===== config.mk =====
export PLATFORM = sky130hd
export DESIGN_NAME = cordic_phase_gen
export DESIGN_NICKNAME = d
export VERILOG_FILES = /design/src/rtl/cordic_phase_gen.sv
export SDC_FILE = /design/constraint.sdc
export NUM_CORES = 1
export LEC_CHECK = 0
export ABC_AREA = 1
export BUFFER_PORTS_ARGS = -buffer_cell sky130_fd_sc_hd__buf_2
export CAP_MARGIN = 10
export CELL_PAD_IN_SITES_DETAIL_PLACEMENT = 1
export CELL_PAD_IN_SITES_GLOBAL_PLACEMENT = 2
export CORE_ASPECT_RATIO = 0.9
export CORE_MARGIN = 2
export CORE_UTILIZATION = 33
export CTS_CLUSTER_SIZE = 40
export DETAILED_ROUTE_END_ITERATION = 10
export HOLD_SLACK_MARGIN = 0.03
export PLACE_DENSITY_LB_ADDON = 0.25
export SLEW_MARGIN = 30
export SYNTH_ARGS = -nofsm -noshare
export SYNTH_HDL_FRONTEND = slang
export SYNTH_SLANG_ARGS = --single-unit

===== constraint.sdc =====
create_clock -name clk -period 6.4 [get_ports clk]
set_input_delay 1.92 -clock clk [delete_from_list [all_inputs] [get_ports clk]]
set_output_delay 1.92 -clock clk [all_outputs]
set_load 0.005 [all_outputs]

===== src/rtl/cordic_phase_gen.sv =====
// cordic_phase_gen: NCO phase accumulator feeding a CORDIC rotator; wraps modulo 2*pi
// and, when CORDIC_FOLD_EN is defined, folds the phase into [-pi/2, pi/2].
module cordic_phase_gen #(
    parameter int BITS       = 16,
    parameter int PI_FX      = 51472,
    parameter int HALF_PI_FX = 25736
) (
    input  logic                 clk,
    input  logic                 rst,
    input  logic                 en,
    input  logic signed [BITS:0] ftw,
    input  logic                 load,
    input  logic signed [BITS:0] load_phase,
    input  logic                 out_ready,
    output logic                 out_valid,
    output logic signed [BITS:0] angle,
    output logic                 cos_neg,
    output logic signed [BITS:0] phase
);
    // Handshake: a sample transfers on a cycle with out_valid=1 and out_ready=1; while
    // out_valid=1 and out_ready=0 the whole pipe stalls and every output holds.

`ifdef CORDIC_FOLD_EN
    localparam bit FOLD = 1'b1;
`else
    localparam bit FOLD = 1'b0;
`endif

    localparam logic signed [BITS+1:0] PI_W      = (BITS+2)'(PI_FX);
    localparam logic signed [BITS+1:0] NEG_PI_W  = (BITS+2)'(-PI_FX);
    localparam logic signed [BITS:0]   PI_N      = (BITS+1)'(PI_FX);
    localparam logic signed [BITS:0]   NEG_PI_N  = (BITS+1)'(-PI_FX);
    localparam logic signed [BITS:0]   TWO_PI_N  = (BITS+1)'(2 * PI_FX);
    localparam logic signed [BITS:0]   HALF_N    = (BITS+1)'(HALF_PI_FX);
    localparam logic signed [BITS:0]   NEG_HALF_N = (BITS+1)'(-HALF_PI_FX);

    logic signed [BITS:0]   acc_q, acc_d;
    logic signed [BITS:0]   p1_q, p1_d;
    logic                   p1_valid_q, p1_valid_d;
    logic signed [BITS:0]   angle_q, angle_d;
    logic signed [BITS:0]   phase_q, phase_d;
    logic                   cos_neg_q, cos_neg_d;
    logic                   out_valid_q, out_valid_d;
    logic                   advance;
    logic signed [BITS+1:0] sum;
    logic signed [BITS:0]   wrapped;
    logic signed [BITS:0]   folded;
    logic                   fold_neg;

    assign advance = out_ready | ~out_valid_q;

    always_comb begin
        sum = {acc_q[BITS], acc_q} + {ftw[BITS], ftw};
        // The wrapped result always fits BITS+1 bits, so the +/-2*pi correction can be
        // done modulo 2^(BITS+1) on the truncated sum.
        wrapped = sum[BITS:0];
        if (sum >= PI_W) begin
            wrapped = sum[BITS:0] - TWO_PI_N;
        end else if (sum < NEG_PI_W) begin
            wrapped = sum[BITS:0] + TWO_PI_N;
        end

        acc_d = acc_q;
        if (load) begin
            acc_d = load_phase;
        end else if (advance && en) begin
            acc_d = wrapped;
        end
    end

    always_comb begin
        folded   = p1_q;
        fold_neg = 1'b0;
        if (FOLD && (p1_q > HALF_N)) begin
            folded   = PI_N - p1_q;
            fold_neg = 1'b1;
        end else if (FOLD && (p1_q < NEG_HALF_N)) begin
            folded   = NEG_PI_N - p1_q;
            fold_neg = 1'b1;
        end
    end

    always_comb begin
        p1_d        = p1_q;
        p1_valid_d  = p1_valid_q;
        angle_d     = angle_q;
        phase_d     = phase_q;
        cos_neg_d   = cos_neg_q;
        out_valid_d = out_valid_q;
        if (advance) begin
            p1_d        = acc_q;
            p1_valid_d  = en;
            angle_d     = folded;
            phase_d     = p1_q;
            cos_neg_d   = fold_neg;
            out_valid_d = p1_valid_q;
        end
    end

    always_ff @(posedge clk or posedge rst) begin
        if (rst) begin
            acc_q       <= '0;
            p1_q        <= '0;
            p1_valid_q  <= 1'b0;
            angle_q     <= '0;
            phase_q     <= '0;
            cos_neg_q   <= 1'b0;
            out_valid_q <= 1'b0;
        end else begin
            acc_q       <= acc_d;
            p1_q        <= p1_d;
            p1_valid_q  <= p1_valid_d;
            angle_q     <= angle_d;
            phase_q     <= phase_d;
            cos_neg_q   <= cos_neg_d;
            out_valid_q <= out_valid_d;
        end
    end

    assign out_valid = out_valid_q;
    assign angle     = angle_q;
    assign cos_neg   = cos_neg_q;
    assign phase     = phase_q;

endmodule


# After elaboration in Yosys (flattened, before gate mapping)
# Index checks and enable logic that the tools add are counted.
[word_totals]
regBits = 53
output_inout_bits = 36
[op_classes]
bitwise = 2
addsub = 3
magnitude_cmp = 2
reduce_logical = 2
mux = 4
[ops]
columns = ["cell", "count"]
rows = [
  ["2-to-1 mux 17 bit", 4],
  ["adder 17 x 17 -> 18 bit", 1],
  [">= comparator 18 x 17 -> 1 bit, second input constant", 1],
  ["less-than comparator 18 x 17 -> 1 bit, second input constant", 1],
  ["adder 17 bit, second input constant", 1],
  ["subtractor 17 bit, second input constant", 1],
  ["nonzero test 2 bit", 1],
  ["logical AND 1 bit", 1],
  ["NOT 1 bit", 1],
  ["OR 1 bit", 1],
]

# Depth between registers and ports, before layout
[depth]
depth_word = 6
mapped_depth = 23
mapped_depth_nobuf = 22

# Least setup slack after synthesis
# Ideal clock, no wire load.
[synth_timing]
kind = "input to register"
from = "in ftw[0]"
to = "reg acc_q[5]"
t_arrival_ps = 4001
cell_stages = 19
setup_slack_ps = 2275
path_buffers = 1
setup_time_ps = 125
required_ps = 6275
path_cell_list = "ha_1 fa_1 nand3_1 nand3_1 nand2_1 nand2_1 nand2_1 nand3_1 nand2_1 nand3_2 nor2_2 nand3_2 nand2_4 nand2_4 buf_6 nand2_1 nand2_1 nand3_1 nand3_1"
[synth_between]
elab_chain_cells = 6
elab_cells_between_ends = 9
classes_between = "add/sub: 3; order compare: 2; mux: 4"
[synth_lines]
columns = ["item", "line_no", "text"]
rows = [
  ["start: declaration", "11", "input logic signed [BITS:0] ftw,"],
  ["adder 17 x 17 -> 18 bit (*)", "53", "sum = {acc_q[BITS], acc_q} + {ftw[BITS], ftw};"],
  ["adder 17 bit or less-than comparator 18 x 17 -> 1 bit (tied branches)", "60, 59", ""],
  ["2-to-1 mux 17 bit", "59", "end else if (sum < NEG_PI_W) begin"],
  ["2-to-1 mux 17 bit (*)", "57", "if (sum >= PI_W) begin"],
  ["2-to-1 mux 17 bit (*)", "66", "end else if (advance && en) begin"],
  ["2-to-1 mux 17 bit (*)", "64", "if (load) begin"],
  ["end signal: assignment", "102", "acc_q <= '0;"],
  ["end signal: assignment", "110", "acc_q <= acc_d;"],
  ["end: declaration", "37", "logic signed [BITS:0] acc_q, acc_d;"],
]
# Every way passes the cells marked *; elsewhere a longest branch is shown, timed or not. The select of a mux whose other input is x is not followed.
# A chain may end at the register's enable or synchronous reset.

# Worst setup path after layout
[layout_timing]
from = "in ftw[0]"
to = "reg acc_q[16]"
# Same word-level chain as after synthesis.

==> impl_results.html <==
<table>
<tr><th>Metric</th><th>Value</th></tr>
<tr><th colspan="2">STA</th></tr>
<tr><td>Final max-slew violation count</td><td>0</td></tr>
<tr><td>Unrepaired setup endpoints after global routing</td><td>false</td></tr>
<tr><td>Final cycle utilization of the critical path</td><td>70.9%</td></tr>
<tr><td>Crit path time final</td><td>4.54 ns</td></tr>
<tr><td>Final worst setup slack</td><td>1.86 ns</td></tr>
<tr><td>Accumulated negative setup slack</td><td>0 ns</td></tr>
<tr><td>Clock Skews</td><td>0.00240 ns</td></tr>
<tr><td>Tightest Pin Transition</td><td>0.850 ns</td></tr>
<tr><td>Fmax</td><td>0.220 GHz</td></tr>
<tr><td>Max-slew headroom</td><td>43.3%</td></tr>
<tr><td>Count of endpoints failing hold in the final timing report</td><td>0</td></tr>
<tr><td>Setup-violating endpoint count in the final report</td><td>0</td></tr>
<tr><th colspan="2">Routing</th></tr>
<tr><td>Drt total wl</td><td>14.8 mm</td></tr>
<tr><td>Drt initial violations</td><td>201</td></tr>
<tr><td>Via density per instance</td><td>4.86</td></tr>
<tr><td>Count of TritonRoute iterations in the first routing pass</td><td>4</td></tr>
<tr><td>DRC viols</td><td>0</td></tr>
<tr><td>Remaining antenna violation count</td><td>0</td></tr>
<tr><td>Average wire per cell in the routed design</td><td>15.7 um</td></tr>
<tr><td>Via count</td><td>4599</td></tr>
<tr><th colspan="2">Synthesis</th></tr>
<tr><td>Syn Inst Count</td><td>726</td></tr>
<tr><td>Total number of yosys warnings</td><td>0</td></tr>
<tr><td>Cell variety after synth</td><td>33</td></tr>
<tr><td>Mapped cell area</td><td>4600 um^2</td></tr>
<tr><td>Mean area per synthesized cell</td><td>6.33 um^2</td></tr>
<tr><td>Post-synthesis net count</td><td>785</td></tr>
<tr><td>Yosys reg bits</td><td>53</td></tr>
<tr><td>Sequential share of the synthesized area</td><td>28.8%</td></tr>
<tr><th colspan="2">Worst setup path</th></tr>
<tr><td>Reg-to-reg startpoint</td><td>acc_q[0]</td></tr>
<tr><td>Kind of end point of the critical path</td><td>flop</td></tr>
<tr><td>Critical Path AT</td><td>4.76 ns</td></tr>
<tr><td>Worst reg2reg path endpoint</td><td>acc_q[16]</td></tr>
<tr><td>Type of the worst setup path</td><td>in -&gt; reg</td></tr>
<tr><td>Maximum fanout along the worst path</td><td>5</td></tr>
<tr><td>Depth of the worst register-to-register path</td><td>17</td></tr>
<tr><td>Kind of start point of the critical path</td><td>primary input</td></tr>
<tr><td>Worst reg-to-reg setup slack</td><td>3.21 ns</td></tr>
<tr><td>Data required time at the worst endpoint</td><td>6.63 ns</td></tr>
<tr><th colspan="2">Job</th></tr>
<tr><td>Maximum Capacitance Violations</td><td>0</td></tr>
<tr><th colspan="2">Worst hold path</th></tr>
<tr><td>Hold-critical path depth</td><td>2</td></tr>
<tr><td>End point of the most critical hold path</td><td>out_valid</td></tr>
<tr><td>Hold_sp</td><td>p1_valid_q</td></tr>
<tr><td>Class of the worst hold path</td><td>reg -&gt; reg</td></tr>
<tr><th colspan="2">Finish</th></tr>
<tr><td>Ratio of cells with drive above 1 in the final layout</td><td>17.9%</td></tr>
<tr><td>Number of antenna diodes</td><td>0</td></tr>
<tr><td>Layout overhead on the synthesized area</td><td>11.8%</td></tr>
<tr><td>Post-route core utilization</td><td>38.2%</td></tr>
<tr><td>Nets@finish</td><td>836</td></tr>
<tr><th colspan="2">Placed design</th></tr>
<tr><td>Count of port buffers added during placement</td><td>73</td></tr>
<tr><td>Routability cong.</td><td>0.919</td></tr>
<tr><td>DP Worst Slack</td><td>1.56 ns</td></tr>
<tr><td>HPWL after DPL</td><td>12.5 mm</td></tr>
<tr><th colspan="2">Pwr</th></tr>
<tr><td>Worst vdd ir</td><td>0.000231 V</td></tr>
<tr><td>Share of total power in the clock network</td><td>9.0%</td></tr>
<tr><td>Logic pwr share</td><td>70.9%</td></tr>
<tr><td>Net switching share of the total power</td><td>56.6%</td></tr>
<tr><td>Power density of the placed cells</td><td>558 nW/um^2</td></tr>
<tr><td>Sw power</td><td>1.62 mW</td></tr>
<tr><td>Static leakage</td><td>2.87 nW</td></tr>
<tr><td>Internal power consumption</td><td>1.24 mW</td></tr>
<tr><td>Sequential group share of total power</td><td>20.0%</td></tr>
<tr><th colspan="2">GRT</th></tr>
<tr><td>Global-route wire length before repair</td><td>24.5 mm</td></tr>
<tr><td>Total overflow reported by the global router</td><td>0</td></tr>
<tr><td>Tot GR Track Use</td><td>20.9%</td></tr>
<tr><td>Via count of the first global-routing pass</td><td>4648</td></tr>
<tr><td>Antenna violations before repair</td><td>0</td></tr>
<tr><td>Maximum number of pins on one net before global-route repair</td><td>54</td></tr>
<tr><th colspan="2">Clocking</th></tr>
<tr><td>Root Buffer</td><td>sky130_fd_sc_hd__clkbuf_16</td></tr>
<tr><td>Sinks on the clock net</td><td>53</td></tr>
<tr><td>Post-cts resize count</td><td>0</td></tr>
<tr><td>Setup repair bufs after CTS</td><td>0</td></tr>
<tr><td>Total clock buffers created by CTS</td><td>5</td></tr>
<tr><td>Clock slew at reported path FFs</td><td>0.07 ns</td></tr>
<tr><td>Deepest level of the CTS H-tree</td><td>2</td></tr>
<tr><td>Clk_lat worst skew</td><td>0.28 ns</td></tr>
<tr><td>CTS tree</td><td>built</td></tr>
<tr><td>CTS Hold Buffers Added</td><td>0</td></tr>
<tr><td>Maximum buffer depth of the clock tree</td><td>2</td></tr>
<tr><th colspan="2">Floorplanning</th></tr>
<tr><td>Die X</td><td>128 um</td></tr>
<tr><td>I/O pin count</td><td>75</td></tr>
<tr><td>Row cnt</td><td>40</td></tr>
<tr><td>Height of the die</td><td>116 um</td></tr>
<tr><td>Die area</td><td>14900 um^2</td></tr>
<tr><td>Starting density of the core</td><td>34.2%</td></tr>
<tr><td>Core region area</td><td>13500 um^2</td></tr>
<tr><th colspan="2">Status</th></tr>
<tr><td>Result of the run</td><td>finished clean</td></tr>
</table>
[Yosys cell counts (all sizes together)]
library cell | number | share of area, %
a21oi | 15 | 2.1
and2 | 1 | 0.14
buf | 21 | 3.5
clkbuf | 11 | 0.90
conb | 1 | 0.082
dfrtp | 53 | 29
fa | 1 | 0.44
ha | 19 | 5.2
inv | 88 | 7.2
nand2 | 309 | 27
nand3 | 74 | 9.2
nand4 | 12 | 1.6
nor2 | 61 | 5.4
nor3 | 2 | 0.22
o211ai | 2 | 0.33
o21ai | 38 | 4.1
o21bai | 3 | 0.73
o22ai | 1 | 0.14
xnor2 | 3 | 0.57
xor2 | 11 | 2.1
[kinds of logic (layout without fill, tap and decap cells)]
logic type                 Yosys count  count (layout)  share of synthesized area, %
AOI/OAI and AO/OA                   59              59                          7.46
xor gates and xnor gates            14              14                          2.67
adders and majority gates           20              20                          5.61
buffers and inverters              120             172                          11.6
DFF                                 53              53                          28.8
other                                1               1                        0.0816
and+or+nand+nor                    459             459                          43.7
[worst max-delay path by stage]
stage	startpoint	to	slack, ns	cells after the start
CTS	ftw[0]	acc_q[16]	1.85	18
global placement	ftw[0]	acc_q[13]	1.62	17
global route	ftw[0]	acc_q[16]	1.57	18
finish	ftw[0]	acc_q[16]	1.86	18
detailed placement	ftw[0]	acc_q[16]	1.56	18
floorplan	ftw[0]	acc_q[5]	2.27	19
[layer usage]
layer  vias to the layer above  track usage (%)  part of all wire, %
met2                        79             36.1                   47
met5                         -                0                    0
met4                         0             3.66                 0.70
met1                      2159             29.1                   49
met3                         6             1.52                  3.2
li1                       2355                -                    -
[layout by cell type (no fill, tap or decap), drive strengths merged]
master	instances
fa	1
xor2	11
inv	88
nand4	12
o21bai	3
o21ai	38
clkbuf	6
nand3	74
o211ai	2
a21oi	15
conb	1
nor3	2
buf	76
and2	1
dfrtp	53
o22ai	1
ha	19
nor2	61
xnor2	3
clkinvlp	2
nand2	309
[metrics by stage]
step	total power, mW	hold slack, ns	cell area, um^2	std cells
after floorplan	2.06	0.420	4600	726
after global placement	2.58	0.433	4990	938
after detailed placement	2.61	0.449	4990	938
after CTS	2.88	0.467	5140	946
after global routing	3.19	0.493	5140	946
final	2.87	0.462	5140	946
[layout make-up]
cell class              count  area, um^2
inverters                  88         330
multi-input cells         553        2740
flip-flops and latches     53        1330
well taps                 168         210
clock buffers               6         129
clock inverters             2        15.0
fillers                  1835        8320
repair buffers             76         388
[state kept, by name, summed over array words and instances (netlist names)]
register and cells:
phase 17, acc_q 17, folded 17, out_valid 1, p1_valid_q 1
[power by group through the flow]
stage	clock, mW	sequential (mW)	combinational [mW]
floorplan	0	0.526	1.54
global placement	0	0.576	2.00
detailed placement	0	0.582	2.03
CTS	0.271	0.576	2.04
global route	0.284	0.587	2.32
finish	0.259	0.574	2.03
[critical path: stages]
cell and delay (ns):
sky130_fd_sc_hd__buf_2 0.11, sky130_fd_sc_hd__ha_1 0.26, sky130_fd_sc_hd__fa_1 0.47, sky130_fd_sc_hd__nand3_1 0.12
sky130_fd_sc_hd__nand3_1 0.15, sky130_fd_sc_hd__nand2_1 0.13, sky130_fd_sc_hd__nand2_1 0.08, sky130_fd_sc_hd__nand2_1 0.13
sky130_fd_sc_hd__nand3_1 0.08, sky130_fd_sc_hd__nand2_1 0.14, sky130_fd_sc_hd__nand3_2 0.15, sky130_fd_sc_hd__nor2_2 0.13
sky130_fd_sc_hd__nand3_2 0.11, sky130_fd_sc_hd__a21oi_1 0.42, sky130_fd_sc_hd__a21oi_1 0.08, sky130_fd_sc_hd__nand2_1 0.13
sky130_fd_sc_hd__nand2_1 0.08, sky130_fd_sc_hd__nand2_1 0.06
Power figures use the tool's default switching activity.
